==> src/rtl/ac97_sdata_in_deframer_pkg.sv <==
// Shared constants, slot geometry and FSM encoding for the AC97 sdata_in deframer.
package ac97_sdata_in_deframer_pkg;

  localparam int FRAME_BITS = 256;
  localparam int SLOT0_BITS = 16;
  localparam int SLOT_BITS  = 20;

  localparam logic [7:0] SLOT0_END    = 8'd15;
  localparam logic [7:0] SLOT1_END    = 8'd35;
  localparam logic [7:0] SLOT2_END    = 8'd55;
  localparam logic [7:0] SLOT3_END    = 8'd75;
  localparam logic [7:0] SLOT4_END    = 8'd95;
  localparam logic [7:0] SYNC_LOW_BIT = 8'd16;
  localparam logic [7:0] LAST_BIT     = 8'(FRAME_BITS - 1);

  localparam int TAG_READY = 15;
  localparam int TAG_SLOT1 = 14;
  localparam int TAG_SLOT2 = 13;
  localparam int TAG_SLOT3 = 12;
  localparam int TAG_SLOT4 = 11;

  typedef enum logic {
    HUNT = 1'b0,
    RECV = 1'b1
  } rx_state_e;

  // True on the last bit of any slot (slot0 ends at 15, then every 20 bits up to 255).
  function automatic logic is_slot_end(input logic [7:0] idx);
    return (idx >= SLOT0_END) && (((idx - SLOT0_END) % 8'(SLOT_BITS)) == 8'd0);
  endfunction

endpackage

==> src/rtl/ac97_sdata_in_deframer_if.sv <==
// Serial input and decoded-field bundle between the AC97 link and the receive deframer.
interface ac97_sdata_in_deframer_if #(
  parameter int SAMPLE_WIDTH = 20
);
  logic                    sync;
  logic                    sdata_in;
  logic                    codec_ready;
  logic [11:0]             slot_valid;
  logic [6:0]              status_addr;
  logic [15:0]             status_data;
  logic                    status_valid;
  logic [SAMPLE_WIDTH-1:0] pcm_left;
  logic [SAMPLE_WIDTH-1:0] pcm_right;
  logic                    pcm_valid;
  logic                    frame_error;

  modport master (
    output sync, sdata_in,
    input  codec_ready, slot_valid, status_addr, status_data, status_valid,
           pcm_left, pcm_right, pcm_valid, frame_error
  );

  modport slave (
    input  sync, sdata_in,
    output codec_ready, slot_valid, status_addr, status_data, status_valid,
           pcm_left, pcm_right, pcm_valid, frame_error
  );
endinterface

==> src/rtl/ac97_slot_shifter.sv <==
// MSB-first slot deserializer; word presents the slot including the bit sampled this cycle.
module ac97_slot_shifter
  import ac97_sdata_in_deframer_pkg::*;
(
  input  logic                 bit_clk,
  input  logic                 system_reset,
  input  logic                 load,
  input  logic                 shift_en,
  input  logic                 clear,
  input  logic                 din,
  output logic [SLOT_BITS-1:0] word
);

  // Only 19 history bits are needed: the 20th is the live input bit.
  logic [SLOT_BITS-2:0] shift_reg;

  always_ff @(posedge bit_clk) begin
    if (system_reset) begin
      shift_reg <= '0;
    end else if (load) begin
      shift_reg <= {{(SLOT_BITS-2){1'b0}}, din};
    end else if (clear) begin
      shift_reg <= '0;
    end else if (shift_en) begin
      shift_reg <= {shift_reg[SLOT_BITS-3:0], din};
    end
  end

  assign word = {shift_reg, din};

endmodule

==> src/rtl/ac97_sdata_in_deframer.sv <==
// AC97 receive deframer: aligns to sync, extracts tag/status/PCM slots, commits at bit 95.
// Optional sync checking with sticky frame_error when AC97_RX_SYNC_CHECK_EN is defined.
module ac97_sdata_in_deframer
  import ac97_sdata_in_deframer_pkg::*;
#(
  parameter int SAMPLE_WIDTH = 20
) (
  input  logic                        bit_clk,
  input  logic                        system_reset,
  ac97_sdata_in_deframer_if.slave     rx
);

  rx_state_e state_reg, state_next;
  logic       sync_q_reg;
  logic [7:0] bit_cnt_reg;
  logic [7:0] bit_idx;
  logic       sync_rise;
  logic       sync_err;
  logic       recv_en;
  logic       commit;

  logic [SLOT_BITS-1:0] slot_word;
  logic                 unused_tag_low_bits;

  logic [15:3]             tag_pend_reg;
  logic [6:0]              addr_pend_reg;
  logic [15:0]             data_pend_reg;
  logic [SAMPLE_WIDTH-1:0] left_pend_reg;
  logic [SAMPLE_WIDTH-1:0] right_pend_reg;

  logic                    codec_ready_reg;
  logic [11:0]             slot_valid_reg;
  logic [6:0]              status_addr_reg;
  logic [15:0]             status_data_reg;
  logic                    status_valid_reg;
  logic [SAMPLE_WIDTH-1:0] pcm_left_reg;
  logic [SAMPLE_WIDTH-1:0] pcm_right_reg;
  logic                    pcm_valid_reg;

  assign sync_rise = rx.sync && !sync_q_reg;
  // Index of the bit being sampled on this edge.
  assign bit_idx   = sync_rise ? 8'd0 : bit_cnt_reg + 8'd1;

`ifdef AC97_RX_SYNC_CHECK_EN
  logic frame_error_reg;

  assign sync_err = (state_reg == RECV) &&
                    (sync_rise ? (bit_cnt_reg != LAST_BIT)
                               : ((bit_idx == SYNC_LOW_BIT && rx.sync) ||
                                  (bit_idx >= 8'd1 && bit_idx <= SLOT0_END && !rx.sync)));

  always_ff @(posedge bit_clk) begin
    if (system_reset) begin
      frame_error_reg <= 1'b0;
    end else if (sync_err) begin
      frame_error_reg <= 1'b1;
    end
  end

  assign rx.frame_error = frame_error_reg;
`else
  assign sync_err       = 1'b0;
  assign rx.frame_error = 1'b0;
`endif

  always_comb begin
    state_next = state_reg;
    recv_en    = 1'b0;
    commit     = 1'b0;
    case (state_reg)
      HUNT: begin
        if (sync_rise) begin
          state_next = RECV;
          recv_en    = 1'b1;
        end
      end
      RECV: begin
        if (sync_err) begin
          state_next = HUNT;
        end else begin
          recv_en = 1'b1;
          // A re-aligning sync rise drops the frame in progress.
          commit  = (bit_cnt_reg == SLOT4_END) && !sync_rise;
        end
      end
      default: state_next = HUNT;
    endcase
  end

  always_ff @(posedge bit_clk) begin
    if (system_reset) begin
      state_reg   <= HUNT;
      sync_q_reg  <= 1'b0;
      bit_cnt_reg <= 8'd0;
    end else begin
      state_reg  <= state_next;
      sync_q_reg <= rx.sync;
      if (recv_en) begin
        bit_cnt_reg <= bit_idx;
      end
    end
  end

  ac97_slot_shifter u_slot_shifter (
    .bit_clk      (bit_clk),
    .system_reset (system_reset),
    .load         (recv_en && sync_rise),
    .shift_en     (recv_en),
    .clear        (recv_en && is_slot_end(bit_idx)),
    .din          (rx.sdata_in),
    .word         (slot_word)
  );

  assign unused_tag_low_bits = ^slot_word[2:0];

  always_ff @(posedge bit_clk) begin
    if (system_reset) begin
      tag_pend_reg   <= '0;
      addr_pend_reg  <= '0;
      data_pend_reg  <= '0;
      left_pend_reg  <= '0;
      right_pend_reg <= '0;
    end else if (recv_en) begin
      case (bit_idx)
        SLOT0_END: tag_pend_reg   <= slot_word[15:3];
        SLOT1_END: addr_pend_reg  <= slot_word[18:12];
        SLOT2_END: data_pend_reg  <= slot_word[19:4];
        SLOT3_END: left_pend_reg  <= slot_word[SLOT_BITS-1 -: SAMPLE_WIDTH];
        SLOT4_END: right_pend_reg <= slot_word[SLOT_BITS-1 -: SAMPLE_WIDTH];
        default: ;
      endcase
    end
  end

  always_ff @(posedge bit_clk) begin
    if (system_reset) begin
      codec_ready_reg  <= 1'b0;
      slot_valid_reg   <= '0;
      status_addr_reg  <= '0;
      status_data_reg  <= '0;
      status_valid_reg <= 1'b0;
      pcm_left_reg     <= '0;
      pcm_right_reg    <= '0;
      pcm_valid_reg    <= 1'b0;
    end else begin
      status_valid_reg <= 1'b0;
      pcm_valid_reg    <= 1'b0;
      if (commit) begin
        codec_ready_reg <= tag_pend_reg[TAG_READY];
        slot_valid_reg  <= tag_pend_reg[TAG_SLOT1:3];
        if (tag_pend_reg[TAG_READY] && tag_pend_reg[TAG_SLOT1] && tag_pend_reg[TAG_SLOT2]) begin
          status_addr_reg  <= addr_pend_reg;
          status_data_reg  <= data_pend_reg;
          status_valid_reg <= 1'b1;
        end
        if (tag_pend_reg[TAG_READY] && tag_pend_reg[TAG_SLOT3] && tag_pend_reg[TAG_SLOT4]) begin
          pcm_left_reg  <= left_pend_reg;
          pcm_right_reg <= right_pend_reg;
          pcm_valid_reg <= 1'b1;
        end
      end
    end
  end

  assign rx.codec_ready  = codec_ready_reg;
  assign rx.slot_valid   = slot_valid_reg;
  assign rx.status_addr  = status_addr_reg;
  assign rx.status_data  = status_data_reg;
  assign rx.status_valid = status_valid_reg;
  assign rx.pcm_left     = pcm_left_reg;
  assign rx.pcm_right    = pcm_right_reg;
  assign rx.pcm_valid    = pcm_valid_reg;

endmodule

==> src/flat_wrapper.sv <==
// flat-port wrapper written by rule: the top's interface ports become plain ports
module ac97_sdata_in_deframer_flat import ac97_sdata_in_deframer_pkg::*;
#(
  parameter int SAMPLE_WIDTH = 20
)
  (bit_clk, system_reset, rx_sync, rx_sdata_in, rx_codec_ready, rx_slot_valid, rx_status_addr, rx_status_data, rx_status_valid, rx_pcm_left, rx_pcm_right, rx_pcm_valid, rx_frame_error);
  ac97_sdata_in_deframer_if #(.SAMPLE_WIDTH(SAMPLE_WIDTH)) rx_i ();
  input  logic bit_clk;
  input  logic system_reset;
  input wire logic [$bits(rx_i.sync)-1:0] rx_sync;
  input wire logic [$bits(rx_i.sdata_in)-1:0] rx_sdata_in;
  output wire logic [$bits(rx_i.codec_ready)-1:0] rx_codec_ready;
  output wire logic [$bits(rx_i.slot_valid)-1:0] rx_slot_valid;
  output wire logic [$bits(rx_i.status_addr)-1:0] rx_status_addr;
  output wire logic [$bits(rx_i.status_data)-1:0] rx_status_data;
  output wire logic [$bits(rx_i.status_valid)-1:0] rx_status_valid;
  output wire logic [$bits(rx_i.pcm_left)-1:0] rx_pcm_left;
  output wire logic [$bits(rx_i.pcm_right)-1:0] rx_pcm_right;
  output wire logic [$bits(rx_i.pcm_valid)-1:0] rx_pcm_valid;
  output wire logic [$bits(rx_i.frame_error)-1:0] rx_frame_error;
  assign rx_i.sync = rx_sync;
  assign rx_i.sdata_in = rx_sdata_in;
  assign rx_codec_ready = rx_i.codec_ready;
  assign rx_slot_valid = rx_i.slot_valid;
  assign rx_status_addr = rx_i.status_addr;
  assign rx_status_data = rx_i.status_data;
  assign rx_status_valid = rx_i.status_valid;
  assign rx_pcm_left = rx_i.pcm_left;
  assign rx_pcm_right = rx_i.pcm_right;
  assign rx_pcm_valid = rx_i.pcm_valid;
  assign rx_frame_error = rx_i.frame_error;
  ac97_sdata_in_deframer #(.SAMPLE_WIDTH(SAMPLE_WIDTH)) u_core (.bit_clk(bit_clk), .system_reset(system_reset), .rx(rx_i));
endmodule
==> config.mk <==
export PLATFORM = sky130hd
export DESIGN_NAME = ac97_sdata_in_deframer_flat
export DESIGN_NICKNAME = d
export VERILOG_FILES = /design/src/rtl/ac97_sdata_in_deframer_pkg.sv /design/src/rtl/ac97_sdata_in_deframer_if.sv /design/src/rtl/ac97_slot_shifter.sv /design/src/rtl/ac97_sdata_in_deframer.sv /design/src/flat_wrapper.sv
export SDC_FILE = /design/constraint.sdc
export NUM_CORES = 1
export LEC_CHECK = 0
export CELL_PAD_IN_SITES_DETAIL_PLACEMENT = 0
export CELL_PAD_IN_SITES_GLOBAL_PLACEMENT = 1
export CORE_MARGIN = 2
export CORE_UTILIZATION = 25
export CTS_CLUSTER_DIAMETER = 40
export DETAILED_ROUTE_END_ITERATION = 8
export PLACE_DENSITY_LB_ADDON = 0.1
export SYNTH_ARGS = -nofsm -noshare
export SYNTH_HDL_FRONTEND = slang
export SYNTH_HIERARCHICAL = 1
export SYNTH_SLANG_ARGS = --single-unit
==> constraint.sdc <==
create_clock -name bit_clk -period 4.3 [get_ports bit_clk]
set_clock_uncertainty 0.15 [all_clocks]
set_input_delay 0.645 -clock bit_clk [delete_from_list [all_inputs] [get_ports bit_clk]]
set_output_delay 0.645 -clock bit_clk [all_outputs]
set_load 0.03 [all_outputs]
; Yosys cells after proc, flatten, opt, wreduce, memory -nomap -nowiden
; Index checks and enable logic that the tools add are counted.
[word_totals]
inputBits = 4
output_inout_bits = 79
register_bits = 183
latch_bits = 0
rom_bits = 0
word_cells = 61
mem_bits_rw = 0
mem_count = 0
[op_classes]
bitwise = 2
div = 1
n_addsub = 2
n_lt_le_gt_ge = 1
eq_ne = 6
n_mul = 0
reduce_logical = 22
n_shift = 0
mux = 9
[op_table]
columns = operator, count
row1 = "8-bit by 7-bit == test with 1-bit output, second input constant", 3
row2 = "8-bit by 6-bit == test with 1-bit output, second input constant", 2
row3 = 2-bit AND reduction, 7
row4 = 1-bit logical AND, 9
row5 = "8-bit by 1-bit adder with 8-bit output, second input constant", 1
row6 = "8-bit by 4-bit == test with 1-bit output, second input constant", 1
row7 = "8-bit by 4-bit >= comparator with 1-bit output, second input constant", 1
row8 = 8-bit zero test, 1
row9 = "8-bit by 5-bit remainder unit with 8-bit output, second input constant", 1
row10 = 8-bit two-way mux, 1
row11 = "8-bit by 4-bit subtractor with 8-bit output, second input constant", 1
row12 = 1-bit two-way mux, 7
row13 = 3-bit nonzero test, 1
row14 = 3-bit OR reduction, 1
row15 = 1-bit zero test, 2
row16 = 1-bit NOT, 2
row17 = 1-bit one-hot mux with 2 select lines, 1
row18 = 2-bit OR reduction, 1

; Depth between registers and ports, before layout
; Gate-level depths: netlist (run 1).
[logic_depth]
depth_word = 10
mapped_depth = 15
ltp_nobuf = 14

; Modules after synthesis
; Netlist (run 1), hierarchy kept.
[modules_own_cells]
columns = module, cells_per_inst, seq_area_each_um2, area_each_um2, instances
row1 = ac97_sdata_in_deframer, 723, 3283.1, 6318.6, 1
row2 = ac97_slot_shifter, 65, 380.4, 706.9, 1

; Worst setup path after synthesis (run 1)
; Ideal clock, no wire load.
[synth_path]
path_kind = in2reg
start = input rx_sync
end = register u_core.u_slot_shifter.shift_reg[10]
t_arrival_ns = 3.113
stages = 15
required_ns = 4.086
setup_time_ns = 0.064
n_path_buf = 3
slack_ns = 0.973
path_cell_list = nand2b_1 > buf_2 > and2_1 > ha_1 > nand3_1 > nor2_2 > nor2_1 > and4_1 > nor4_2 > xor2_1 > and4_1 > or3_1 > buf_6 > buf_8 > nor2_1
[synth_via]
elab_chain_cells = 8
word_cells_on_any_way = 12
classes_between = add/sub (1) / div (1) / order compare (1) / mux (3) / reduce/logical (6)
[synth_rtl]
columns = item, line
row1 = "start, declared", flat_wrapper.sv:10  ; input wire logic [$bits(rx_i.sync)-1:0] rx_sync;
row2 = 1-bit logical AND (*), ac97_sdata_in_deframer.sv:40  ; assign sync_rise = rx.sync && !sync_q_reg;
row3 = 8-bit two-way mux (*), ac97_sdata_in_deframer.sv:42  ; assign bit_idx = sync_rise ? 8'd0 : bit_cnt_reg + 8'd1;
row4 = named net u_core.bit_idx[1], ac97_sdata_in_deframer.sv:16  ; logic [7:0] bit_idx;
row5 = 8-bit by 4-bit subtractor with 8-bit output, ac97_sdata_in_deframer_pkg.sv:29  ; return (idx >= SLOT0_END) && (((idx - SLOT0_END) % 8'(SLOT_BITS)) == 8'd0);
row6 = 8-bit by 5-bit remainder unit with 8-bit output, ac97_sdata_in_deframer_pkg.sv:29
row7 = 8-bit zero test, ac97_sdata_in_deframer_pkg.sv:29
row8 = 1-bit logical AND (*), ac97_sdata_in_deframer_pkg.sv:29
row9 = 1-bit logical AND (*), ac97_sdata_in_deframer.sv:109  ; .clear (recv_en && is_slot_end(bit_idx)),
row10 = 3-bit OR reduction (no line) (*), --
row11 = "end signal, assigned", ac97_slot_shifter.sv:21  ; shift_reg <= {{(SLOT_BITS-2){1'b0}}, din};
row12 = "end signal, assigned", ac97_slot_shifter.sv:25  ; shift_reg <= {shift_reg[SLOT_BITS-3:0], din};
row13 = "end, declared", ac97_slot_shifter.sv:15  ; logic [SLOT_BITS-2:0] shift_reg;
; Mark *: on every way through the listed nets, which the timed path passes. The rest lies on a longest branch.
; A chain may end at the register's enable or synchronous reset.

; Final worst setup path (run 1)
[layout_path]
start = register u_core.bit_cnt_reg[0]
end = register u_core.u_slot_shifter.shift_reg[17]
[layout_via]
elab_chain_cells = 8
word_cells_on_any_way = 9
classes_between = add/sub (2) / div (1) / order compare (1) / mux (1) / reduce/logical (4)
[layout_rtl]
columns = item, line
row1 = "start, declared", ac97_sdata_in_deframer.sv:15  ; logic [7:0] bit_cnt_reg;
row2 = "start signal, assigned", ac97_sdata_in_deframer.sv:99  ; bit_cnt_reg <= bit_idx;
row3 = 8-bit by 1-bit adder with 8-bit output (*), ac97_sdata_in_deframer.sv:42
row4 = 8-bit two-way mux (*), ac97_sdata_in_deframer.sv:42
row5 = 8-bit by 4-bit subtractor with 8-bit output, ac97_sdata_in_deframer_pkg.sv:29
row6 = 8-bit by 5-bit remainder unit with 8-bit output, ac97_sdata_in_deframer_pkg.sv:29
row7 = 8-bit zero test, ac97_sdata_in_deframer_pkg.sv:29
row8 = 1-bit logical AND (*), ac97_sdata_in_deframer_pkg.sv:29
row9 = 1-bit logical AND (*), ac97_sdata_in_deframer.sv:109
row10 = 3-bit OR reduction (no line) (*), --
; Every way passes the cells marked *; elsewhere a longest branch is shown, timed or not.

==> results_dict.tcl, run 1 <==
set metrics [dict create \
    worstSkewPairLatency_ps 420 \
    route.detailed.drc 0 \
    seq_area_frac_synth 0.521 \
    htreeDepth 4 \
    syn_avg_cell_area_um2 8.92 \
    synth_ff_type "dfxtp_1" \
    p_leak_nw 3.30 \
    place_congestion 0.750 \
    critPathLaunchType "flip-flop" \
    insertedDiodeCount 0 \
    wl_met3_um 746 \
    start_util 0.254 \
    synth_top_family_by_area "simple AND/OR/NAND/NOR gates" \
    synth-seq-cells 183 \
    grt_max_degree 50 \
    die_area_um2 29500 \
    utilization 0.318 \
    critPathKind "reg -> reg" \
    wl_um 19400 \
    synth_edf_count 0 \
    synth_area_leaders "dfxtp_1, mux2i_1, nand2_1, a21oi_1, nor2_1" \
    clk_pin_slew_ps 70 \
    rows 61 \
    worstSetupEndpointType "flip-flop" \
    max_cap_viol_count 0 \
    synth_fp_nets 795 \
    layout_commonest_cell "dfxtp_1" \
    tightest_slew_ps 606 \
    synth_xor_area_frac 0.0175 \
    die_w_um 172 \
    dp_hpwl_um 13100 \
    synthAdderAreaFrac 0.00534 \
    viasPerCell 4.34 \
    num-nets-final 862 \
    ioPinCount 83 \
    grt_usage 0.139 \
    wl_met1_um 9610 \
    syn_area_um2 7030 \
    slew_headroom 0.595 \
    synth_area_leader_cell "dfxtp_1" \
    synthSimpleGateAreaFrac 0.199 \
    wl_per_cell_um 15.6 \
    fmax_mhz 288 \
    ff_latch_area_um2 3660 \
    worst_ep_arrival_time_ps 3670 \
    required_ps 4500 \
    io_buffers 81 \
    min_period_ps 3470 \
    ys_types 49 \
    nFillCells 2895 \
    finalSetupTns_ps 0 \
    ir_drop_mv 0.171 \
    drt-pass1-iter-count 4 \
    netlist_instances 788 \
    setup_ws_ps 828 \
    hold_viol 0 \
    ys_async_sr_fraction 0 \
    grt_antenna_before_repair 0 \
    layout-drive-gt1-share 0.0772 \
    multiInputGateArea_um2 3110 \
    cts.root.buffer_cell "clkbuf_16" \
    synth_mux_area_frac 0.140 \
    yosys.area.top_type_share 0.521 \
    rsz0062_at_grt "no" \
    drt_iter0_drc 331 \
    clockBufferDepth 2 \
    power_density_nw_per_um2 386 \
    clock_sinks 183 \
    postCtsResizedCells 0 \
    drtAntennaViolNets 0 \
    post-cts-setup-buffers 0 \
    hold_class "reg -> reg" \
    area_growth_pct 25.4 \
    crit_fanout 18 \
    core_area_um2 27700 \
    fin_crit_sh 0.807 \
    grt_remaining_overflow 0 \
    wl_met2_um 8820 \
    grt_pass1_vias 5524 \
    final_cell_mix "dfxtp_1, nand2_1, nor2_1, mux2i_1, a21oi_1" \
    slew_violations 0 \
    synth-compound-area-share 0.0800 \
    cts_hold_buffers 0 \
    cts_tree "done" \
    cts_buffers 17 \
    setup_viol 0 \
    post-place-ws_ps 455 \
    synth_warnings 6 \
    grt_pass1_wl_um 31200 \
    num_vias 5412 \
    die_h_um 172 \
    highest_layer "met4" \
    status "completed" \
]
==> cell usage after synthesis (4+ instances only) <==
| master | instances |
|---|---|
| buf_2 | 9 |
| nand2_1 | 176 |
| a21oi_1 | 86 |
| o21a_1 | 4 |
| xnor2_1 | 10 |
| mux2i_1 | 96 |
| nor3_1 | 9 |
| nand4_1 | 7 |
| nor2_1 | 111 |
| buf_4 | 7 |
| dfxtp_1 | 183 |
| clkbuf_1 | 33 |
| xor2_1 | 4 |
==> cell families after synthesis <==
kind of cell,count (synthesis)
compound gates,104
xor+xnor,14
fa+ha+maj,3
buf+inv,53
flops,183
mux,98
other cells,1
simple gates,332
==> layer usage <==
metal / track usage / vias to the layer above
met5: 0 / -
met4: 0.0394 / 0
met3: 0.0318 / 15
met2: 0.221 / 85
met1: 0.187 / 2563
li1: - / 2749
==> power breakdown <==
| part | total [W] | switching [W] | internal (W) |
|---|---|---|---|
| registers | 0.00170 | 0.00000564 | 0.00170 |
| logic | 0.0000768 | 0.0000545 | 0.0000223 |
| clock network | 0.00162 | 0.000736 | 0.000885 |
==> worst paths after layout <==
| kind | from | end | slack [ps] | depth (start not counted) |
|---|---|---|---|---|
| worst min-delay path | u_core/rx.pcm_right[3] | u_core/rx.pcm_right[3] | 300 | 2 |
| worst max-delay path | u_core/bit_cnt_reg[0] | u_core/u_slot_shifter/shift_reg[17] | 830 | 12 |
| worst min register to register | u_core/rx.pcm_right[3] | u_core/rx.pcm_right[3] | 300 | 2 |
| worst max register to register | u_core/bit_cnt_reg[0] | u_core/u_slot_shifter/shift_reg[17] | 830 | 12 |
==> through the flow <==
stage | cells | power [W] | hold slack (ps) | area [um^2]
2_1_floorplan | 788 | 0.00180 | 281 | 7030
3_3_place_gp | 1214 | 0.00182 | 289 | 8200
3_5_place_dp | 1214 | 0.00182 | 299 | 8200
4_1_cts | 1246 | 0.00347 | 310 | 8810
5_1_grt | 1246 | 0.00356 | 322 | 8810
6_report | 1246 | 0.00340 | 304 | 8810
==> cell type report <==
cell class	instances	share of cell area
clock buffers	18	0.0487
clock inverters	14	0.0209
inverters	2	0.000852
multi-input cells	552	0.353
flip-flops and latches	183	0.416
well taps	378	0.0537
repair buffers	99	0.107
==> critical path, cell delays in order, from the launching register on <==
cell     delay (ps)
dfxtp_1         490
ha_1            320
nand3_2         120
xor2_1          210
nor2_1          500
nor2_1          130
and4_1          230
nor4_2          280
xor2_1          110
and4_1          220
or3_1           310
buf_4           210
nor2_1          130
(Power assumes the default switching activity.)
==> inputs of run 2 (changes only) <==
clock period = 3.2 ns   (was 4.3 ns; I/O delays follow)
==> results_dict.tcl, run 2 (synthesis gave the netlist of run 1 again) <==
set metrics [dict create \
    core_area_um2 27700 \
    critPathLaunchType "flip-flop" \
    power_density_nw_per_um2 481 \
    worstSkewPairLatency_ps 420 \
    die_area_um2 29500 \
    cts_buffers 17 \
    r2r_slack_ps 130 \
    rows 61 \
    final_cell_mix "dfxtp_1, nand2_1, nor2_1, mux2i_1, a21oi_1" \
    drt_iter0_drc 296 \
    clockBufferDepth 2 \
    grt_pass1_wl_um 31700 \
    wl_um 20200 \
    place_congestion 0.728 \
    fin_hold_ws_ps 173 \
    design_area_um2 9320 \
    clk_pin_slew_ps 70 \
    critPathKind "reg -> reg" \
    grt_max_degree 95 \
    rsz0062_at_grt "no" \
    setup_ws_ps 132 \
    wl_per_cell_um 15.8 \
    hold_viol 0 \
    cts_hold_buffers 0 \
    drt-pass1-iter-count 4 \
    max_cap_viol_count 0 \
    grt_pass1_vias 5629 \
    fmax_mhz 326 \
    nFillCells 2883 \
    min_period_ps 3070 \
    htreeDepth 4 \
    place_area_um2 8520 \
    setup_viol 0 \
    reg2reg_depth 11 \
    grt_remaining_overflow 0 \
    viasPerCell 4.35 \
    hold_class "in -> reg" \
    io_buffers 81 \
    r2r_end "u_core/u_slot_shifter/shift_reg[15]" \
    cp_cell_sequence "ha_4 > xnor2_1 > or4_4 > or3_1 > a31oi_1 > nor4_2 > xor2_1 > and4_4 > or3_4 > buf_8 > nor2_2" \
    cts_tree "done" \
    post-place-ws_ps -553 \
    holdPathEnd "u_core/bit_cnt_reg[2]" \
    die_h_um 172 \
    route.detailed.drc 0 \
    die_w_um 172 \
    num-nets-final 896 \
    worstHoldPathCells 2 \
    insertedDiodeCount 0 \
    worst_ep_arrival_time_ps 3270 \
    ir_drop_mv 0.273 \
    clock_sinks 183 \
    status "completed" \
    cts.root.buffer_cell "clkbuf_16" \
    path_delay_family "simple AND/OR/NAND/NOR gates" \
    grt_usage 0.140 \
    worstSetupEndpointType "flip-flop" \
    tightest_slew_ps 681 \
    dp_hpwl_um 13600 \
    grt_antenna_before_repair 0 \
    slowest_stage "or4_4" \
    r2r_start "u_core/bit_cnt_reg[0]" \
    layout-drive-gt1-share 0.143 \
    hp-start "system_reset" \
    start_util 0.254 \
    slew_violations 0 \
    area_growth_pct 32.6 \
    fin_crit_sh 0.959 \
    layout_commonest_cell "dfxtp_1" \
    path_buf_inv 1 \
    slew_headroom 0.546 \
    ioPinCount 83 \
    crit_fanout 9 \
    crit_path_max_incr_delay_ps 560 \
    utilization 0.336 \
    num_vias 5565 \
    drtAntennaViolNets 0 \
    required_ps 3400 \
    p_leak_nw 3.52 \
]
run 2: stage by stage:
step                      total power [W]  cells  setup TNS, ps
final                             0.00448   1280              0
after global routing              0.00467   1280              0
after CTS                         0.00454   1279              0
after floorplan                   0.00242    788              0
after detailed placement          0.00245   1245         -11210
after global placement            0.00245   1245          -8760
run 2: what timing repair did:
action | 4_1_cts | 5_1_grt
endpoints found under the setup margin | 19 | 19
pin swaps | 2 | 8
setup buffers | 2 | 0
gates resized for setup | 7 | 34
cloned | 0 | 1
run 2: final cells by class:
cell class | instances | area (um^2) | share of cell area
flip-flops and latches | 183 | 3660 | 0.393
clock inverters | 14 | 154 | 0.0165
clock buffers | 18 | 429 | 0.0461
repair buffers | 133 | 1310 | 0.141
multi-input cells | 552 | 3270 | 0.351
well taps | 378 | 473 | 0.0508
inverters | 2 | 7.51 | 0.000806
run 2: worst max path at each step:
stage                     slack [ps]             startpoint                                  end  cells past startpoint
final                            130  u_core/bit_cnt_reg[0]  u_core/u_slot_shifter/shift_reg[15]                     11
after global routing               5  u_core/bit_cnt_reg[0]   u_core/u_slot_shifter/shift_reg[2]                     12
after CTS                         30                rx_sync  u_core/u_slot_shifter/shift_reg[15]                     13
after detailed placement        -550                rx_sync  u_core/u_slot_shifter/shift_reg[15]                     15
after global placement          -450                rx_sync   u_core/u_slot_shifter/shift_reg[0]                     14
after floorplan                   40                rx_sync  u_core/u_slot_shifter/shift_reg[10]                     15
run 2: per-layer routing:
layer | vias up | global-route usage | part of all wire
met5 | - | 0 | 0
met4 | 0 | 0.0398 | 0.0088
met3 | 12 | 0.0237 | 0.025
met2 | 77 | 0.226 | 0.47
met1 | 2649 | 0.193 | 0.50
li1 | 2827 | - | -
run 2: where the power goes:
| part | internal [W] | total (W) | leakage, nW | switching, W |
|---|---|---|---|---|
| clock | 0.00105 | 0.00207 | 0.282 | 0.00102 |
| sequential | 0.00228 | 0.00229 | 1.47 | 0.00000664 |
| combinational | 0.0000468 | 0.000130 | 1.77 | 0.0000836 |
==> inputs of run 3 (changes only) <==
REMOVE_ABC_BUFFERS = 1   (was not set)
==> results_dict.tcl, run 3 (synthesis gave the netlist of run 1 again) <==
set metrics [dict create \
    setup_ws_ps 185 \
    grt_pass1_wl_um 31500 \
    tightest_slew_ps 753 \
    worstSkewPairLatency_ps 430 \
    cp-startpoint "u_core/bit_cnt_reg[0]" \
    grt_max_degree 94 \
    rsz0062_at_grt "no" \
    cts.root.buffer_cell "clkbuf_16" \
    status "completed" \
    power_density_nw_per_um2 485 \
    rows 61 \
    layout_commonest_cell "dfxtp_1" \
    final_cell_mix "dfxtp_1, nand2_1, nor2_1, mux2i_1, a21oi_1" \
    endpoint "u_core/u_slot_shifter/shift_reg[2]" \
    layout-drive-gt1-share 0.140 \
    r2r_slack_ps 190 \
    finalSetupTns_ps 0 \
    utilization 0.336 \
    clk_pin_slew_ps 80 \
    total_power_w 0.00452 \
    die_h_um 172 \
    clockBufferDepth 2 \
    area_growth_pct 32.6 \
    slew_violations 0 \
    crit_fanout 18 \
    htreeDepth 4 \
    io_buffers 81 \
    viasPerCell 4.35 \
    grt_usage 0.141 \
    route.detailed.drc 0 \
    grt_pass1_vias 5497 \
    setup_viol 0 \
    critPathKind "reg -> reg" \
    dp_cells 1254 \
    hold_class "in -> reg" \
    cts_tree "done" \
    critPathLaunchType "flip-flop" \
    min_period_ps 3010 \
    fmax_mhz 332 \
    r2r_end "u_core/u_slot_shifter/shift_reg[2]" \
    reg2reg_depth 11 \
    ir_drop_mv 0.297 \
    wl_um 20200 \
    start_util 0.254 \
    required_ps 3420 \
    fin_crit_sh 0.942 \
    max_cap_viol_count 0 \
    die_w_um 172 \
    clock_sinks 183 \
    dp_hpwl_um 13800 \
    ioPinCount 83 \
    cts_hold_buffers 0 \
    place_congestion 0.708 \
    grt_remaining_overflow 0 \
    core_area_um2 27700 \
    drt_iter0_drc 206 \
    instances_no_fill 1287 \
    cts_buffers 17 \
    insertedDiodeCount 0 \
    slew_headroom 0.498 \
    hp-start "system_reset" \
    drtAntennaViolNets 0 \
    num_vias 5596 \
    worst_ep_arrival_time_ps 3230 \
    hold_viol 0 \
    num-nets-final 903 \
    p_leak_nw 3.56 \
    nFillCells 2885 \
    worstSetupEndpointType "flip-flop" \
    drt-pass1-iter-count 4 \
    post-place-ws_ps -442 \
    die_area_um2 29500 \
    grt_antenna_before_repair 0 \
    wl_per_cell_um 15.7 \
    r2r_start "u_core/bit_cnt_reg[0]" \
]
-- run 3: worst min path at each step --
stage,to,slack [ps],cells after the start
2_1_floorplan,u_core/rx.pcm_left[0],280,2
3_3_place_gp,u_core/rx.pcm_left[12],290,2
3_5_place_dp,u_core/rx.pcm_left[6],300,2
4_1_cts,u_core/rx.pcm_right[3],170,2
5_1_grt,u_core/rx.pcm_right[3],190,2
6_report,u_core/rx.pcm_right[3],190,2
-- run 3: where the power goes --
group          leakage [nW]  total, W  internal (W)  switching [W]
sequential             1.47   0.00229       0.00228     0.00000668
combinational          1.79  0.000125     0.0000424      0.0000822
clock                 0.291   0.00211       0.00107        0.00104
total                  3.56   0.00452       0.00339        0.00113
-- run 3: layer usage --
metal  GRT usage  part of all wire
met1       0.191              0.50
met4      0.0376            0.0082
met5           0                 0
met2       0.233              0.47
met3      0.0228             0.025
-- run 3: what timing repair did --
action / 4_1_cts / 5_1_grt
setup endpoints to repair: 0 / 19
gates resized for setup: 0 / 24
buffers inserted: 0 / 1
-- run 3: final cells by class --
cell class	instances	area, um^2	share of cell area
flip-flops and latches	183	3660	0.393
multi-input cells	552	3230	0.346
repair buffers	140	1350	0.145
well taps	378	473	0.0508
clock buffers	18	439	0.0471
clock inverters	14	154	0.0165
inverters	2	7.51	0.000806
-- run 3: critical path: stages, from the launching register on --
cell	delay [ps]
dfxtp_1	340
ha_4	190
xnor2_1	140
or4_4	540
or3_1	340
a31oi_2	220
nor4_4	60
xor2_1	160
and4_1	190
or3_4	350
buf_12	160
nor2_1	100
-- run 3: metrics by stage --
stage	instance area [um^2]	hold WS, ps
2_1_floorplan	6780	275
3_3_place_gp	8600	287
3_5_place_dp	8600	297
4_1_cts	9200	173
5_1_grt	9320	192
6_report	9320	192
